==> config.mk <==
export PLATFORM = sky130hd
export DESIGN_NAME = minis08_core
export DESIGN_NICKNAME = d
export VERILOG_FILES = /design/src/rtl/minis08_core.sv
export SDC_FILE = /design/constraint.sdc
export NUM_CORES = 1
export LEC_CHECK = 0
export ABC_AREA = 1
export ABC_CLOCK_PERIOD_IN_PS = 3400
export CORE_UTILIZATION = 35
export DETAILED_ROUTE_END_ITERATION = 7
export PLACE_DENSITY_LB_ADDON = 0.08
export SLEW_MARGIN = 20
export SYNTH_ARGS = -nofsm -noshare
export SYNTH_HDL_FRONTEND = slang
export SYNTH_SLANG_ARGS = --single-unit
==> constraint.sdc <==
create_clock -name clk50 -period 3.4 [get_ports clk50]
set_input_delay 0.68 -clock clk50 [delete_from_list [all_inputs] [get_ports clk50]]
set_output_delay 0.68 -clock clk50 [all_outputs]
set_load 0.05 [all_outputs]
==> src/rtl/minis08_core.sv <==
// MiniS08 CPU core: 8-bit accumulator machine (A, HX, SP, PC, C) on a single-master ready/wait bus.
// Define MINIS08_IRQ_EN to add the irq port, the I mask bit and SEI/CLI/RTI.
module minis08_core #(
   parameter int unsigned ADDR_W   = 10,
   parameter int unsigned RESET_PC = 'h100,
   parameter int unsigned SP_RESET = 'hFF,
   parameter int unsigned IRQ_VEC  = 'h1FE
) (
   input  logic              clk50,
   input  logic              reset,
   input  logic              cpu_en,
   output logic [ADDR_W-1:0] addr,
   output logic [7:0]        wdata,
   input  logic [7:0]        rdata,
   output logic              rd,
   output logic              wr,
   input  logic              ready,
`ifdef MINIS08_IRQ_EN
   input  logic              irq,
`endif
   output logic [2:0]        state,
   output logic [7:0]        ir
);
   localparam int unsigned       HW     = ADDR_W - 8;
   localparam logic [ADDR_W-1:0] AOne   = ADDR_W'(1);
   localparam logic [ADDR_W-1:0] PcRst  = ADDR_W'(RESET_PC);
   localparam logic [ADDR_W-1:0] SpRst  = ADDR_W'(SP_RESET);
   localparam logic [ADDR_W-1:0] IrqVec = ADDR_W'(IRQ_VEC);
`ifdef MINIS08_IRQ_EN
   localparam bit IrqEn = 1'b1;
`else
   localparam bit IrqEn = 1'b0;
`endif

   typedef enum logic [2:0] {
      StReset = 3'd0, StFetch = 3'd1, StS1 = 3'd2, StS2 = 3'd3, StS3 = 3'd4, StS4 = 3'd5
   } state_e;

   state_e            state_q, state_d;
   logic [ADDR_W-1:0] pc_q, pc_d, sp_q, sp_d, hx_q, hx_d, mar_q, mar_d, mem_ad, sext;
   logic [7:0]        a_q, a_d, ir_q, ir_d, alu_a, pch, hh;
   logic [8:0]        sum9, dif9;
   logic [3:0]        hi, lo;
   logic              c_q, c_d, alu_c, lo_alu, lo_mem, valid, taken, mem_go, adv, take;
`ifdef MINIS08_IRQ_EN
   logic              i_q, i_d, take_q, take_d;
   assign take = take_q;
`else
   assign take = 1'b0;
`endif

   assign hi     = ir_q[7:4];
   assign lo     = ir_q[3:0];
   assign lo_alu = lo inside {4'h0, 4'h4, 4'h6, 4'h8, 4'hA, 4'hB};
   assign lo_mem = lo_alu | (lo inside {4'h7, 4'hE, 4'hF});
   assign sext   = {{HW{rdata[7]}}, rdata};
   assign pch    = 8'(pc_q[ADDR_W-1:8]);
   assign hh     = 8'(hx_q[ADDR_W-1:8]);
   assign sum9   = {1'b0, a_q} + {1'b0, rdata};
   assign dif9   = {1'b0, a_q} - {1'b0, rdata};
   assign adv    = cpu_en & (~(rd | wr) | ready);
   assign state  = state_q;
   assign ir     = ir_q;

   always_comb begin
      valid = 1'b0;
      case (hi)
         4'h2:       valid = lo inside {4'h0, 4'h4, 4'h5, 4'h6, 4'h7, 4'hA, 4'hB};
         4'h4:       valid = lo inside {4'h4, 4'h7, 4'h8};
         4'h8:       valid = (lo inside {4'h1, 4'h6, 4'h7, 4'h8, 4'h9, 4'hA, 4'hB}) |
                             (IrqEn & (lo == 4'h0));
         4'h9:       valid = IrqEn & (lo inside {4'hA, 4'hB});
         4'hA:       valid = lo_alu | (lo inside {4'hE, 4'hF});
         4'hB, 4'hF: valid = lo_mem;
         4'hC:       valid = lo_mem | (lo inside {4'hC, 4'hD});
         default:    valid = 1'b0;
      endcase
   end

   always_comb begin
      case (lo)
         4'h0:    taken = 1'b1;
         4'h4:    taken = ~c_q;
         4'h5:    taken = c_q;
         4'h6:    taken = (a_q != 8'h00);
         4'h7:    taken = (a_q == 8'h00);
         4'hA:    taken = ~a_q[7];
         4'hB:    taken = a_q[7];
         default: taken = 1'b0;
      endcase
   end

   always_comb begin
      alu_a = a_q;
      alu_c = c_q;
      case (lo)
         4'h0:    begin alu_a = dif9[7:0]; alu_c = dif9[8]; end
         4'h4:    alu_a = a_q & rdata;
         4'h6:    alu_a = rdata;
         4'h8:    alu_a = a_q ^ rdata;
         4'hA:    alu_a = a_q | rdata;
         4'hB:    begin alu_a = sum9[7:0]; alu_c = sum9[8]; end
         default: ;
      endcase
   end

   always_comb begin
      state_d = state_q;
      pc_d    = pc_q;
      sp_d    = sp_q;
      hx_d    = hx_q;
      mar_d   = mar_q;
      a_d     = a_q;
      c_d     = c_q;
      ir_d    = ir_q;
      addr    = '0;
      wdata   = '0;
      rd      = 1'b0;
      wr      = 1'b0;
      mem_go  = 1'b0;
      mem_ad  = '0;
`ifdef MINIS08_IRQ_EN
      i_d     = i_q;
      take_d  = take_q;
`endif
      unique case (state_q)
         StReset: state_d = StFetch;
         StFetch: begin
            state_d = StS1;
            if (!take) begin
               addr = pc_q; rd = 1'b1; ir_d = rdata; pc_d = pc_q + AOne;
            end
         end
         default: begin
            if (take) begin
               // Interrupt entry: push PCL then PCH, vector on the second write
               addr = sp_q; wr = 1'b1; sp_d = sp_q - AOne;
               if (state_q == StS1) begin
                  wdata = pc_q[7:0]; state_d = StS2;
               end else begin
                  wdata = pch; pc_d = IrqVec; state_d = StFetch;
`ifdef MINIS08_IRQ_EN
                  i_d = 1'b1;
`endif
               end
            end else if (!valid) begin
               state_d = StFetch;
            end else begin
               case (hi)
                  4'h2: begin
                     addr = pc_q; rd = 1'b1; state_d = StFetch;
                     pc_d = taken ? pc_q + AOne + sext : pc_q + AOne;
                  end
                  4'h4: begin
                     state_d = StFetch;
                     case (lo)
                        4'h4:    begin a_d = {1'b0, a_q[7:1]};     c_d = a_q[0]; end
                        4'h7:    begin a_d = {a_q[7], a_q[7:1]};   c_d = a_q[0]; end
                        default: begin a_d = {a_q[6:0], 1'b0};     c_d = a_q[7]; end
                     endcase
                  end
                  4'h8: begin
                     if (lo inside {4'h7, 4'h9, 4'hB}) begin
                        addr = sp_q; wr = 1'b1; sp_d = sp_q - AOne; state_d = StFetch;
                        wdata = (lo == 4'h7) ? a_q : (lo == 4'h9) ? hx_q[7:0] : hh;
                     end else if (state_q == StS1) begin
                        sp_d = sp_q + AOne; state_d = StS2;
                     end else begin
                        addr = sp_q; rd = 1'b1; state_d = StFetch;
                        case (lo)
                           4'h6: a_d = rdata;
                           4'h8: hx_d[7:0] = rdata;
                           4'hA: hx_d[ADDR_W-1:8] = rdata[HW-1:0];
                           default: begin
                              if (state_q == StS2) begin
                                 pc_d[ADDR_W-1:8] = rdata[HW-1:0];
                                 sp_d = sp_q + AOne; state_d = StS3;
                              end else begin
                                 pc_d[7:0] = rdata;
`ifdef MINIS08_IRQ_EN
                                 if (lo == 4'h0) i_d = 1'b0;
`endif
                              end
                           end
                        endcase
                     end
                  end
                  4'h9: begin
                     state_d = StFetch;
`ifdef MINIS08_IRQ_EN
                     i_d = lo[0];
`endif
                  end
                  4'hA: begin
                     addr = pc_q; rd = 1'b1; pc_d = pc_q + AOne; state_d = StFetch;
                     case (lo)
                        4'hE:    hx_d[7:0] = rdata;
                        4'hF:    hx_d = hx_q + sext;
                        default: begin a_d = alu_a; c_d = alu_c; end
                     endcase
                  end
                  4'hB: begin
                     if (state_q == StS1) begin
                        addr = pc_q; rd = 1'b1; pc_d = pc_q + AOne; state_d = StS2;
                        mar_d = {{HW{1'b0}}, rdata};
                     end else begin
                        mem_go = 1'b1; mem_ad = mar_q;
                     end
                  end
                  4'hC: begin
                     case (state_q)
                        StS1: begin
                           addr = pc_q; rd = 1'b1; pc_d = pc_q + AOne; state_d = StS2;
                           mar_d = {rdata[HW-1:0], mar_q[7:0]};
                        end
                        StS2: begin
                           addr = pc_q; rd = 1'b1; pc_d = pc_q + AOne; state_d = StS3;
                           mar_d[7:0] = rdata;
                        end
                        StS3: begin
                           if (lo == 4'hC) begin
                              pc_d = mar_q; state_d = StFetch;
                           end else if (lo == 4'hD) begin
                              addr = sp_q; wr = 1'b1; wdata = pc_q[7:0];
                              sp_d = sp_q - AOne; state_d = StS4;
                           end else begin
                              mem_go = 1'b1; mem_ad = mar_q;
                           end
                        end
                        default: begin
                           addr = sp_q; wr = 1'b1; wdata = pch;
                           sp_d = sp_q - AOne; pc_d = mar_q; state_d = StFetch;
                        end
                     endcase
                  end
                  default: begin
                     mem_go = 1'b1; mem_ad = hx_q;
                  end
               endcase
            end
         end
      endcase

      if (mem_go) begin
         addr = mem_ad; state_d = StFetch;
         case (lo)
            4'h7:    begin wr = 1'b1; wdata = a_q; end
            4'hF:    begin wr = 1'b1; wdata = hx_q[7:0]; end
            4'hE:    begin rd = 1'b1; hx_d[7:0] = rdata; end
            default: begin rd = 1'b1; a_d = alu_a; c_d = alu_c; end
         endcase
      end
`ifdef MINIS08_IRQ_EN
      // irq is only looked at on the way into FETCH
      if (state_d == StFetch) take_d = irq & ~i_d;
`endif
   end

   always_ff @(posedge clk50) begin
      if (reset) begin
         state_q <= StReset;
         pc_q    <= PcRst;
         sp_q    <= SpRst;
         hx_q    <= '0;
         mar_q   <= '0;
         a_q     <= '0;
         c_q     <= 1'b0;
         ir_q    <= '0;
`ifdef MINIS08_IRQ_EN
         i_q     <= 1'b1;
         take_q  <= 1'b0;
`endif
      end else if (adv) begin
         state_q <= state_d;
         pc_q    <= pc_d;
         sp_q    <= sp_d;
         hx_q    <= hx_d;
         mar_q   <= mar_d;
         a_q     <= a_d;
         c_q     <= c_d;
         ir_q    <= ir_d;
`ifdef MINIS08_IRQ_EN
         i_q     <= i_d;
         take_q  <= take_d;
`endif
      end
   end
endmodule

Yosys cells after proc, flatten, opt, wreduce, memory -nomap -nowiden
Index checks and enable logic that the tools add are counted. Widths: inputs -> output; s select.

$add $sub $neg: 7. Equal/unequal tests: 47. Multiplexer cells: 120. Bitwise logic cells: 14. Reduce and logical (&&, ||, !) cells: 36.

Operator list (number): $mux 10 (29); $mux 8 (23); $pmux 10 s2 (8); $pmux 8 s2 (5); $eq 4x4->1 const B (14); $pmux 10 s5 (1); $pmux 8 s6 (1); $pmux 10 s4 (1); $pmux 10 s3 (1); $mux 3 (9); $mux 1 (25); $ne 3x3->1 const B (8); $pmux 8 s3 (1); $add 10x1->10 const B (2); $add 10x10->10 (2); $eq 4x3->1 const B (5); $reduce_and 10->1 (2); $ne 2x2->1 const B (8); $reduce_bool 7->1 (2); $reduce_or 2->1 (7); $pmux 3 s4 (1); $reduce_and 6->1 (2); $reduce_bool 2->1 (6); $reduce_bool 6->1 (2); 39 further kinds (59).

Register bits: 60. Bits of input ports: 12. Output and inout bits: 31. Logic and storage cells: 235.

Longest topological paths before layout
Depth after elaboration: 14. Gate-level depth with buffers: 20.

Worst setup path before layout
OpenSTA, ideal clock, no wires.

Kind: register -> output. From: register ir_q[3], in the netlist ir[3]. To: output wdata[0]. Data arrival time: 2.908 ns. Data required time: 2.720 ns. Path slack: -0.188 ns. Stages on the path, launching flop included: 12. Buffers on the path: 1. Cell sequence: dfxtp_1 -> nand2_2 -> inv_1 -> nand2_1 -> nor2_1 -> nor2_1 -> nand3_2 -> inv_1 -> nand2_4 -> buf_6 -> nand3_1 -> o21ai_0.

Word-level cells in the longest chain between the ends: 9. Elaborated cells between the ends (all ways): 43.

Ends and longest elaborated chain: start, declared (RTL line 41) `logic [7:0] a_q, a_d, ir_q, ir_d, alu_a, pch, hh;`; start signal, assigned (RTL line 281) `ir_q <= ir_d;`; $eq 4x3->1, or another cell as far along (RTL line 54, 68, 69); $reduce_bool 6->1, or another cell as far along (RTL line 54) `assign lo_alu = lo inside {4'h0, 4'h4, 4'h6, 4'h8, 4'hA, 4'hB};`; $or 1x1->1, or another cell as far along (RTL line 55) `assign lo_mem = lo_alu | (lo inside {4'h7, 4'hE, 4'hF});`; $or 1x1->1, or another cell as far along (RTL line 75) `4'hC: valid = lo_mem | (lo inside {4'hC, 4'hD});`; $pmux 1 s6 / $pmux 8 s2 (equally long branches) (RTL line 67, 149); $mux 8 (RTL line 146) `end else if (!valid) begin`; $mux 8 (RTL line 126) `unique case (state_q)`; $pmux 8 s2 (RTL line 246) `case (lo)`; $mux 8 * (RTL line 244) `if (mem_go) begin`; end, declared (RTL line 13) `output logic [7:0] wdata,`.

Every way passes the cells marked *; elsewhere a longest branch is shown, timed or not.

Final worst setup path
From: register ir_q[4], in the netlist ir[4]. To: output wdata[4].

Word-level cells in the longest chain between the ends: 7. Elaborated cells between the ends (all ways): 19.

Ends and longest elaborated chain: $eq 4x4->1 (on tied branches) (RTL line 67, 149); $reduce_or 2->1 (RTL line 67) `case (hi)`; $pmux 1 s6 (RTL line 67); $mux 8 (RTL line 146); $mux 8 (RTL line 126); $pmux 8 s2 (RTL line 246); $mux 8 * (RTL line 244).

Marked as above.

==> impl_metrics.ini <==
[sta]
setup_violations = 0
period_share_pct = 96.2
slew_viol_final = 0
setup_ws_ns = 0.129
rsz0062_at_grt = no
tightest_slew_ns = 0.559
clock.fmax_ghz = 0.306
clock_skew_ns = 0.00752
fin_crit_ns = 3.27
timing.hold.ws_ns = 0.518
setup-tns-final_ns = 0
hold_violations = 0
maxSlewHeadroom_pct = 62.6

[clock_tree]
clk_latency_ns = 0.35
ctsHtreeMaxLevel = 3
clkTransAtPathRegs_ns = 0.06
cts_tree = done
cts_root_buffer = clkbuf_16
clkSinkCount = 60
cts_buffer_depth = 2
holdBufCountCts = 0
cts_buffers = 9

[placement]
hpwl_um = 25800
dp_cells = 1673
gp_congestion = 0.954
port_buffers = 42
preCtsSetupSlack_ns = 0.0610

[worst_setup_path]
crit_family = simple AND/OR/NAND/NOR gates
slowest_stage = dfxtp_1
r2r-end = pc_q[9]
max_stage_delay_ns = 0.45
endpoint_kind = output pin
critPathKind = reg2out
r2r_slack_ns = 0.35
cp.arrival_ns = 2.59
r2r_start = pc_q[2]
critPathBufInv = 3
start_kind = flip-flop
path_cells = nor2_4 -> nand3_4 -> nand2_1 -> nor2_1 -> nand3_1 -> nand3_1 -> o21ai_4 -> inv_1 -> buf_4 -> a22o_1 -> buf_4
critPathMaxFanout = 9
worstPathRequired_ns = 2.72
reg2regPathDepth = 17
startpoint = ir[4]

[power]
pwr_density_cell_mw_per_mm2 = 327
power_frac_comb_pct = 38.8
p_leak_uw = 0.00435
p_clk_share_pct = 35.4
netSwitchingPower_uw = 1280
p_seq_share_pct = 25.8
sw_frac_of_total_pct = 42.1
intPower_uw = 1760
vdd_ir_drop_max_mv = 0.249

[yosys]
synth_top_cell_by_area = dfxtp_1
postSynthAreaPerCell_sq_um = 5.79
synth_fp_nets = 1397
synth.top_cell.area_share_pct = 15.5
async_flop_share_pct = 0
seq_area_frac_synth_pct = 15.5
synth_edf_count = 0
ys_warn_count = 0
synth_common_cells = 298 x nand2_1, 172 x nor2_1, 145 x inv_1, 117 x o21ai_0, 108 x a21oi_1
ys_ff_latch = 60
syn_area_sq_mm = 0.00773
yosys.cell_count.top_type = nand2_1
synth_flop_cell = dfxtp_1
synthCells = 1336
ys_top_cells_by_area = dfxtp_1 16%, nand2_1 14%, nor2_1 8.3%, o21ai_0 7.6%, ha_1 7.3%
ys_types = 50

[detailed_routing]
post_drt_wl_per_cell_um = 19.3
dr.pass1.iters = 6
drc_errors = 0
drtAntennaViolNets = 0
drtIter0Drc = 864
drt-total-wl_um = 32700
via_per_inst = 5.59
vias = 9454

[final_layout]
area_delta_synth_final_pct = 20.0
utilization_pct = 42.7
register_area_sq_mm = 0.00121
drive_above_1_share_pct = 12.6
multi_input_comb_area_sq_mm = 0.00581
nFillCells = 2396
stdcell_count = 1690
finalNetCount = 1466
antenna_cells = 0

[floorplanning]
boundaryPins = 43
dieArea_sq_mm = 0.0227
coreArea_sq_mm = 0.0218
initial_core_util_pct = 35.6
die_w_um = 151
die_height_um = 151
num_rows = 54

[min_path]
min_to = sp_q[9]
hp-start = sp_q[9]
holdCritPathClass = reg2reg
hold_path_depth = 2

[global_routing]
track_usage_pct = 29.6
grt_pass1_vias = 8510
grt_pass1_wl_um = 50400
gr-total-overflow = 0
grt_max_degree = 29
antenna_found_initial = 0

[run_status]
status = completed

[run]
maxCapViolCount = 0
power groups by stage:
| stage | sequential [uW] | clock, uW | combinational [uW] |
|---|---|---|---|
| after floorplan | 823 | 0 | 728 |
| after global placement | 796 | 0 | 1150 |
| after detailed placement | 795 | 0 | 1150 |
| after CTS | 780 | 1080 | 1160 |
| after global routing | 789 | 1100 | 1280 |
| final | 783 | 1070 | 1180 |
logic make-up (layout without fill, tap and decap cells):
| group | Yosys count | after routing | synth area share (%) |
|---|---|---|---|
| compound gates | 340 | 340 | 25.4 |
| xor+xnor | 23 | 23 | 2.60 |
| flops | 60 | 60 | 15.5 |
| buf+inv | 204 | 278 | 10.3 |
| mux | 1 | 1 | 0.129 |
| fa+ha+maj | 49 | 49 | 8.31 |
| simple gates | 659 | 659 | 37.7 |
layout make-up:
class | instances | area share [%]
Tap cell | 280 | 3.77
Inverter | 161 | 6.51
Clock buffer | 9 | 2.43
Clock inverter | 7 | 1.06
Timing Repair Buffer | 101 | 10.6
Sequential cell | 60 | 13.0
Multi-Input combinational cell | 1072 | 62.5
worst max-delay path by stage:
stage                     to  slack [ns]  cells past startpoint
floorplan           wdata[0]       -0.19                     11
CTS                 wdata[3]        0.01                     11
global placement     hx_q[8]         0.1                     17
finish              wdata[4]        0.13                     11
detailed placement   hx_q[8]        0.06                     17
global route        wdata[3]      0.0006                     11
metrics by stage:
stage                     total power (uW)  cell area [sq um]
after global routing                  3180               9280
final                                 3040               9280
after CTS                             3010               9260
after floorplan                       1550               7780
after detailed placement              1940               8910
after global placement                1950               8910
worst register-to-register path: stages (launching register included):
cell	delay, ns
dfxtp_1	0.42
inv_1	0.15
nor3_1	0.42
nand2_1	0.21
xor2_1	0.23
inv_1	0.08
ha_1	0.37
nand2_1	0.07
nor2_1	0.13
nand3_1	0.13
nand4_1	0.12
nand3_1	0.12
nand2_1	0.09
inv_1	0.04
o21ai_0	0.15
a21oi_1	0.09
nor2_1	0.09
nor2_1	0.05
cells in the final DEF (no fill, tap or decap), types with 10 or more instances in the layout:
cell type,netlist,final
a21oi_1,108,100
buf_12,0,14
buf_4,0,65
clkdlybuf4s50_1,0,22
dfxtp_1,60,54
ha_1,45,45
inv_1,145,145
inv_2,14,14
nand2_1,298,298
nand2_2,11,10
nand3_1,92,92
nand4_1,26,26
nor2_1,172,170
nor2_2,9,10
nor3_1,17,16
o211ai_1,15,15
o21ai_0,117,115
o22ai_1,36,36
xor2_1,21,21
flip-flops by register name, indices dropped and copies added, names as in the netlist:
register and flops:
hx_q 10, mar_q 10, pc_q 10, sp_q 10, a_q 8, ir 8
state 3, c_q 1
routing by layer:
metal	track usage, %	vias up	wire (um)
li1	-	4640	-
met1	43.7	4383	15700
met2	43.9	377	13800
met3	5.00	54	2470
met4	7.25	0	675
met5	0	-	0
timing repair:
item | CTS | global route
gates resized for setup | 4 | 11
setup buffers | 1 | 0
setup endpoints to repair | 15 | 17
endpoints found under the hold margin | 0 | 0
pin swaps | 1 | 0
No activity file was read; power rests on OpenSTA's default activity.
